[config.mk]
export PLATFORM = sky130hd
export DESIGN_NAME = ram_arb_ctrl_flat
export DESIGN_NICKNAME = d
export VERILOG_FILES = /design/src/rtl/ram_arb_ctrl_if.sv /design/src/rtl/ram_arb_ctrl.sv /design/src/flat_wrapper.sv
export SDC_FILE = /design/constraint.sdc
export NUM_CORES = 1
export LEC_CHECK = 0
export ABC_AREA = 1
export CORE_MARGIN = 2
export CORE_UTILIZATION = 42
export DETAILED_ROUTE_END_ITERATION = 16
export HOLD_SLACK_MARGIN = 0.15
export PLACE_DENSITY = 0.79
export SLEW_MARGIN = 10
export SYNTH_ARGS = -nofsm -noshare
export SYNTH_HDL_FRONTEND = slang
export SYNTH_SLANG_ARGS = --single-unit
[constraint.sdc]
create_clock -name clk -period 1.63 [get_ports clk]
set_input_delay 0.326 -clock clk [delete_from_list [all_inputs] [get_ports clk]]
set_output_delay 0.326 -clock clk [all_outputs]
set_load 0.03 [all_outputs]
[src/rtl/ram_arb_ctrl_if.sv]
// Bus bundle for ram_arb_ctrl: two-requester command/response side plus the
// RAM write/read pins. slave = the controller's view, master = everything else.
interface ram_arb_ctrl_if #(
  parameter int ADDR_WIDTH = 4,
  parameter int DATA_WIDTH = 8
);
  logic [1:0]              req_valid;
  logic [1:0]              req_we;
  logic [2*ADDR_WIDTH-1:0] req_addr;
  logic [2*DATA_WIDTH-1:0] req_wdata;
  logic [1:0]              req_ready;
  logic [1:0]              rsp_valid;
  logic [DATA_WIDTH-1:0]   rsp_data;
  logic                    init_done;
  logic                    wr_enb;
  logic [ADDR_WIDTH-1:0]   wr_addr;
  logic [DATA_WIDTH-1:0]   wr_data;
  logic                    rd_enb;
  logic [ADDR_WIDTH-1:0]   rd_addr;
  logic [DATA_WIDTH-1:0]   rd_data;

  modport slave (
    input  req_valid, req_we, req_addr, req_wdata, rd_data,
    output req_ready, rsp_valid, rsp_data, init_done,
           wr_enb, wr_addr, wr_data, rd_enb, rd_addr
  );

  modport master (
    output req_valid, req_we, req_addr, req_wdata, rd_data,
    input  req_ready, rsp_valid, rsp_data, init_done,
           wr_enb, wr_addr, wr_data, rd_enb, rd_addr
  );
endinterface

[src/rtl/ram_arb_ctrl.sv]
// Two-requester round-robin front end for a 1W/1R synchronous RAM: zero-fills
// the array after reset, then issues one command per cycle and routes read data.
module ram_arb_ctrl #(
  parameter int ADDR_WIDTH = 4,
  parameter int DATA_WIDTH = 8,
  parameter int RD_LAT     = 1,
  parameter bit INIT_EN    = 1'b1
) (
  input logic           clk,
  input logic           rst,
  ram_arb_ctrl_if.slave bus
);
  localparam int AW = ADDR_WIDTH;
  localparam int DW = DATA_WIDTH;

  typedef enum logic {S_INIT, S_RUN} state_t;

  localparam logic [AW-1:0] LAST_ADDR = '1;
  localparam state_t        RST_STATE = INIT_EN ? S_INIT : S_RUN;

  state_t          state;
  logic [AW-1:0]   cnt;
  logic            last_gnt;
  logic            init_done_q;
  logic            wr_enb_q;
  logic [AW-1:0]   wr_addr_q;
  logic [DW-1:0]   wr_data_q;
  logic            rd_enb_q;
  logic [AW-1:0]   rd_addr_q;
  // read tags: stage k holds reads issued to the RAM k cycles ago
  logic [RD_LAT:0] vld_pipe;
  logic [RD_LAT:0] id_pipe;

  logic [1:0]      gnt;
  logic            hs;
  logic            hs_id;
  logic            sel_we;
  logic [AW-1:0]   sel_addr;
  logic [DW-1:0]   sel_wdata;

  // init_done doubles as the RUN qualifier so no grant overlaps the INIT sweep
  always_comb begin
    gnt = 2'b00;
    if (init_done_q) begin
      case (bus.req_valid)
        2'b01:   gnt = 2'b01;
        2'b10:   gnt = 2'b10;
        2'b11:   gnt = last_gnt ? 2'b01 : 2'b10;
        default: gnt = 2'b00;
      endcase
    end
  end

  assign hs        = |gnt;
  assign hs_id     = gnt[1];
  assign sel_we    = hs_id ? bus.req_we[1] : bus.req_we[0];
  assign sel_addr  = hs_id ? bus.req_addr[2*AW-1:AW] : bus.req_addr[AW-1:0];
  assign sel_wdata = hs_id ? bus.req_wdata[2*DW-1:DW] : bus.req_wdata[DW-1:0];

  always_ff @(posedge clk or posedge rst) begin
    if (rst) begin
      state       <= RST_STATE;
      cnt         <= '0;
      last_gnt    <= 1'b1;
      init_done_q <= 1'b0;
      wr_enb_q    <= 1'b0;
      wr_addr_q   <= '0;
      wr_data_q   <= '0;
      rd_enb_q    <= 1'b0;
      rd_addr_q   <= '0;
      vld_pipe    <= '0;
      id_pipe     <= '0;
    end else begin
      vld_pipe <= {vld_pipe[RD_LAT-1:0], hs & ~sel_we};
      id_pipe  <= {id_pipe[RD_LAT-1:0], hs_id};
      case (state)
        S_INIT: begin
          wr_enb_q  <= 1'b1;
          wr_addr_q <= cnt;
          wr_data_q <= '0;
          rd_enb_q  <= 1'b0;
          cnt       <= cnt + 1'b1;
          if (cnt == LAST_ADDR) state <= S_RUN;
        end
        S_RUN: begin
          init_done_q <= 1'b1;
          wr_enb_q    <= hs & sel_we;
          rd_enb_q    <= hs & ~sel_we;
          if (hs) begin
            last_gnt <= hs_id;
            if (sel_we) begin
              wr_addr_q <= sel_addr;
              wr_data_q <= sel_wdata;
            end else begin
              rd_addr_q <= sel_addr;
            end
          end
        end
      endcase
    end
  end

  assign bus.req_ready = gnt;
  assign bus.init_done = init_done_q;
  assign bus.wr_enb    = wr_enb_q;
  assign bus.wr_addr   = wr_addr_q;
  assign bus.wr_data   = wr_data_q;
  assign bus.rd_enb    = rd_enb_q;
  assign bus.rd_addr   = rd_addr_q;
  assign bus.rsp_valid = vld_pipe[RD_LAT] ? (id_pipe[RD_LAT] ? 2'b10 : 2'b01) : 2'b00;
  assign bus.rsp_data  = vld_pipe[RD_LAT] ? bus.rd_data : '0;
endmodule

[src/flat_wrapper.sv]
// flat-port wrapper written by rule: the top's interface ports become plain ports
module ram_arb_ctrl_flat 
#(
  parameter int ADDR_WIDTH = 4,
  parameter int DATA_WIDTH = 8,
  parameter int RD_LAT     = 1,
  parameter bit INIT_EN    = 1'b1
)
  (clk, rst, bus_req_valid, bus_req_we, bus_req_addr, bus_req_wdata, bus_rd_data, bus_req_ready, bus_rsp_valid, bus_rsp_data, bus_init_done, bus_wr_enb, bus_wr_addr, bus_wr_data, bus_rd_enb, bus_rd_addr);
  ram_arb_ctrl_if #(.ADDR_WIDTH(ADDR_WIDTH), .DATA_WIDTH(DATA_WIDTH)) bus_i ();
  input logic clk;
  input logic rst;
  input wire logic [$bits(bus_i.req_valid)-1:0] bus_req_valid;
  input wire logic [$bits(bus_i.req_we)-1:0] bus_req_we;
  input wire logic [$bits(bus_i.req_addr)-1:0] bus_req_addr;
  input wire logic [$bits(bus_i.req_wdata)-1:0] bus_req_wdata;
  input wire logic [$bits(bus_i.rd_data)-1:0] bus_rd_data;
  output wire logic [$bits(bus_i.req_ready)-1:0] bus_req_ready;
  output wire logic [$bits(bus_i.rsp_valid)-1:0] bus_rsp_valid;
  output wire logic [$bits(bus_i.rsp_data)-1:0] bus_rsp_data;
  output wire logic [$bits(bus_i.init_done)-1:0] bus_init_done;
  output wire logic [$bits(bus_i.wr_enb)-1:0] bus_wr_enb;
  output wire logic [$bits(bus_i.wr_addr)-1:0] bus_wr_addr;
  output wire logic [$bits(bus_i.wr_data)-1:0] bus_wr_data;
  output wire logic [$bits(bus_i.rd_enb)-1:0] bus_rd_enb;
  output wire logic [$bits(bus_i.rd_addr)-1:0] bus_rd_addr;
  assign bus_i.req_valid = bus_req_valid;
  assign bus_i.req_we = bus_req_we;
  assign bus_i.req_addr = bus_req_addr;
  assign bus_i.req_wdata = bus_req_wdata;
  assign bus_i.rd_data = bus_rd_data;
  assign bus_req_ready = bus_i.req_ready;
  assign bus_rsp_valid = bus_i.rsp_valid;
  assign bus_rsp_data = bus_i.rsp_data;
  assign bus_init_done = bus_i.init_done;
  assign bus_wr_enb = bus_i.wr_enb;
  assign bus_wr_addr = bus_i.wr_addr;
  assign bus_wr_data = bus_i.wr_data;
  assign bus_rd_enb = bus_i.rd_enb;
  assign bus_rd_addr = bus_i.rd_addr;
  ram_arb_ctrl #(.ADDR_WIDTH(ADDR_WIDTH), .DATA_WIDTH(DATA_WIDTH), .RD_LAT(RD_LAT), .INIT_EN(INIT_EN)) u_core (.clk(clk), .rst(rst), .bus(bus_i));
endmodule
Yosys cells after proc, flatten, opt, wreduce, memory -nomap -nowiden:

Index checks and enable logic that the tools add are counted.

* $add $sub $neg: 1
* equality and inequality tests: 6
* muxes and demuxes: 19
* bitwise logic cells: 4
* reductions and logical operators: 4

Operators by type and width (number)
* $mux 8: 4
* $pmux 8 s2: 1
* $mux 4: 3
* $mux 2: 4
* $pmux 4 s2: 1
* $pmux 2 s3: 1
* $add 4x1->4 const B: 1
* $eq 2x2->1 const B: 2
* $eq 4x4->1 const B: 1
* $ne 2x2->1 const B: 2
* $pmux 1 s2: 2
* $reduce_and 2->1: 2
* $mux 1: 3
* $reduce_and 3->1: 1
* $and 1x1->1: 2
* $eq 2x1->1 const B: 1
* $not 1->1: 2
* $reduce_or 2->1: 1

* register bits after elaboration: 29
* input bits: 38
* output and inout port bits: 31

Longest topological paths before layout:

* depth in word-level cells: 7
* gate-level depth with buffers: 9
* depth with buffers taken out: 8

Least setup slack after synthesis:

Ideal clock, no wire load.

* path kind: reg2out
* start: register u_core.init_done_q (netlist: u_core.bus.init_done)
* end: output port bus_req_ready[0]
* data arrival time: 1409 ps
* required time: 1304 ps
* path slack: -105 ps
* stages on the path, launching flop included: 3
* buffers on the path: 0
* cells stage by stage: dfrtp_1 -> inv_1 -> a211oi_1

* word-level cells in the longest chain between the ends: 1

RTL lines
* from (decl): RTL line ram_arb_ctrl.sv:24 `logic init_done_q;`
* from (signal assigned): RTL line ram_arb_ctrl.sv:65 `init_done_q <= 1'b0;`
* from (signal assigned): RTL line ram_arb_ctrl.sv:86 `init_done_q <= 1'b1;`
* $mux 2: RTL line ram_arb_ctrl.sv:44 `if (init_done_q) begin`
* to (decl): RTL line flat_wrapper.sv:18 `output wire logic [$bits(bus_i.req_ready)-1:0] bus_req_ready;`

No other way between the ends.

Worst setup path in the final report:

* start: register u_core.last_gnt
* end: output port bus_req_ready[1]

* word-level cells in the longest chain between the ends: 3

RTL lines
* from (decl): RTL line ram_arb_ctrl.sv:23 `logic last_gnt;`
* from (signal assigned): RTL line ram_arb_ctrl.sv:90 `last_gnt <= hs_id;`
* $mux 2: RTL line ram_arb_ctrl.sv:48 `2'b11: gnt = last_gnt ? 2'b01 : 2'b10;`
* $pmux 2 s3: RTL line ram_arb_ctrl.sv:45 `case (bus.req_valid)`
* $mux 2: RTL line ram_arb_ctrl.sv:44

No other way between the ends.

==> flow_metrics.env <==
export IMPL_outcome="finished, final reports clean"
export IMPL_final_min_clock_period_ns=1.58
export IMPL_slowest_delay_ns=0.56
export IMPL_path_clk_slew_ns=0.06
export IMPL_final_area_mm2=0.00249
export IMPL_most_common_layout_cells="nand2_1, inv_1, clkdlybuf4s50_1, dfrtp_1, nand3_1"
export IMPL_cts_root_buffer="clkbuf_8"
export IMPL_yosysWarnings=0
export IMPL_worstPathCellList="nand2_4, nand2_8, inv_1, buf_4"
export IMPL_drv_cap=0
export IMPL_yosysSeqAreaShare_pct=44.8
export IMPL_initial_core_util_pct=44.0
export IMPL_diodes=0
export IMPL_report_power_total_uw=2190
export IMPL_setup_viol=0
export IMPL_slew_headroom_pct=76.0
export IMPL_met3_usage_pct=6.13
export IMPL_hold_viol=0
export IMPL_syn_num_nets=258
export IMPL_cts_buffers=5
export IMPL_via_count=1618
export IMPL_synth_cell_type_count=26
export IMPL_die_h_um=66.2
export IMPL_finClkSkew_ns=0.00289
export IMPL_via_per_inst=4.68
export IMPL_drtPass1Iterations=4
export IMPL_startpoint_type="flip-flop"
export IMPL_clock_path_buffers=2
export IMPL_instances_no_fill=346
export IMPL_grt_use_total_pct=20.3
export IMPL_hold_path_class="reg2reg"
export IMPL_ir_worst_vdd_v=0.000557
export IMPL_syn_avg_cell_area_um2=7.41
export IMPL_arrival_ns=1.26
export IMPL_synthTopCellsByArea="dfrtp_1, nand2_1, inv_1"
export IMPL_drive_above_1_share_pct=14.4
export IMPL_crit_path_end_kind="output pin"
export IMPL_drt_initial_drc_count=39
export IMPL_rsz0062_at_grt="yes"
export IMPL_fp_dieW_um=66.2
export IMPL_synth_top_area_share_pct=43.2
export IMPL_syn_area_mm2=0.00162
export IMPL_cts_hold_buf=0
export IMPL_placed_cells=337
export IMPL_grt_pass1_wl_um=6730
export IMPL_power_leakage_uw=0.00146
export IMPL_nNetsFinal=337
export IMPL_clock_sinks=29
export IMPL_placementRows=22
export IMPL_path_max_fanout=5
export IMPL_final_max_slew_viol_count=0
export IMPL_overflow=0
export IMPL_ys_seq_elements=29
export IMPL_synth_top_flop_cell="dfrtp_1"
export IMPL_layout_commonest_cell="nand2_1"
export IMPL_synth_edf_count=0
export IMPL_num_io_pins=69
export IMPL_wl_um=3970
export IMPL_port_buffers=68
export IMPL_syn_to_final_growth_pct=53.4
export IMPL_antenna_found_initial=0
export IMPL_synthCells=219
export IMPL_coreArea_mm2=0.00369
export IMPL_synth_top_area_cell="dfrtp_1"
export IMPL_critical_path_class="reg2out"
export IMPL_nFillCells=335
export IMPL_htreeDepth=2
export IMPL_critical_path_slowest_cell="dfstp_2"
export IMPL_setup_ws_ns=0.0450
export IMPL_drtAntennaViolNets=0
export IMPL_gp_congestion=0.916
export IMPL_busiest_layer="met2"
export IMPL_drc=0
export IMPL_crit_required_ns=1.30
export IMPL_synthArstFlopShare_pct=100
export IMPL_place_ws_ns=-0.0364
export IMPL_powerDensity_mw_per_mm2=879
export IMPL_grt_start_max_net_pins=30
export IMPL_clock_latency_ns=0.27
export IMPL_use_met1_pct=24.2
export IMPL_dieArea_mm2=0.00438
export IMPL_routedWlPerCell_um=11.5
export IMPL_grt_pass1_vias=1567
export IMPL_fin_tns_setup_ns=0
export IMPL_grtUsageMet2_pct=34.0
export IMPL_placed_area_mm2=0.00239
export IMPL_max_slew_worst_pin_slew_ns=0.360
export IMPL_period_share_pct=97.2
export IMPL_dp_hpwl_um=2990
export IMPL_cts_tree="built"
export IMPL_max_freq_mhz=631
## report_power, final
group	switching [uW]	internal, uW	leakage [uW]	total [uW]
registers	47.5	811	0.000352	859
logic	432	311	0.00106	743
clock network	253	334	0.0000443	587
## metal layers
layer | up-vias | part of all wire [%]
li1 | 821 | -
met1 | 732 | 42
met2 | 55 | 48
met3 | 10 | 8.6
met4 | 0 | 2.0
met5 | - | 0
## cell usage after synthesis (2+ instances only)
cell	n
nand4_1	5
o21ai_0	9
o21ai_1	2
buf_2	3
nand3_1	25
nand2_1	75
clkbuf_1	2
inv_2	2
nor2_1	10
nand2_4	3
dfrtp_1	28
nand3_2	2
buf_4	3
inv_1	37
nand2_2	2
## critical path, delay by kind of cell, from the launching register on
kind / cells / cell delay [ns]
flip-flops: 1 / 0.56
buffers and inverters: 2 / 0.22
AND/OR/NAND/NOR: 2 / 0.19
## logic make-up after synthesis
group                      count (synthesis)  share of synthesized area, %
DFF                                       29                          44.8
and+or+nand+nor                          124                          35.7
xor gates and xnor gates                   2                          1.08
AOI/OAI and AO/OA                         14                          4.63
buffers and inverters                     49                          13.0
adders and majority gates                  1                         0.771
## registers in the layout (all words and copies together), names as in the netlist
| signal | cells |
|---|---|
| u_core.state | 1 |
| u_core.bus.wr_addr | 4 |
| u_core.last_gnt | 1 |
| u_core.bus.rd_addr | 4 |
| u_core.bus.init_done | 1 |
| u_core.id_pipe | 2 |
| u_core.bus.wr_enb | 1 |
| u_core.bus.wr_data | 8 |
| u_core.cnt | 4 |
| u_core.bus.rd_enb | 1 |
| u_core.vld_pipe | 2 |
## final cells by class
class	instances	area, um^2	share of cell area [%]
Clock buffer	7	86.3	3.47
Inverter	40	155	6.23
Multi-Input combinational cell	141	689	27.7
Sequential cell	29	727	29.2
Tap cell	48	60.1	2.41
Timing Repair Buffer	81	771	31.0
## what timing repair did
item / CTS / global route
buffers inserted: 0 / 2
gates resized for setup: 16 / 5
endpoints found under the setup margin: 15 / 7
## stage by stage
stage,hold slack (ns),util [%]
2_1_floorplan,0.331,-
3_3_place_gp,0.333,64.9
3_5_place_dp,0.336,64.9
4_1_cts,0.350,66.7
5_1_grt,0.365,67.5
6_report,0.349,67.5
## final timing paths
kind	slack, ns	cells after the start	from	endpoint
setup / recovery	0.05	4	u_core.last_gnt	bus_req_ready[1]
hold / removal	0.35	0	u_core.vld_pipe[0]	u_core.vld_pipe[1]
setup reg to reg	0.22	7	u_core.last_gnt	u_core.bus.wr_data[1]
hold reg to reg	0.35	0	u_core.vld_pipe[0]	u_core.vld_pipe[1]
max in group asynchronous	0.90	3	rst	u_core.last_gnt
min in group asynchronous	0.42	3	rst	u_core.bus.wr_enb
(Power assumes the default switching activity.)
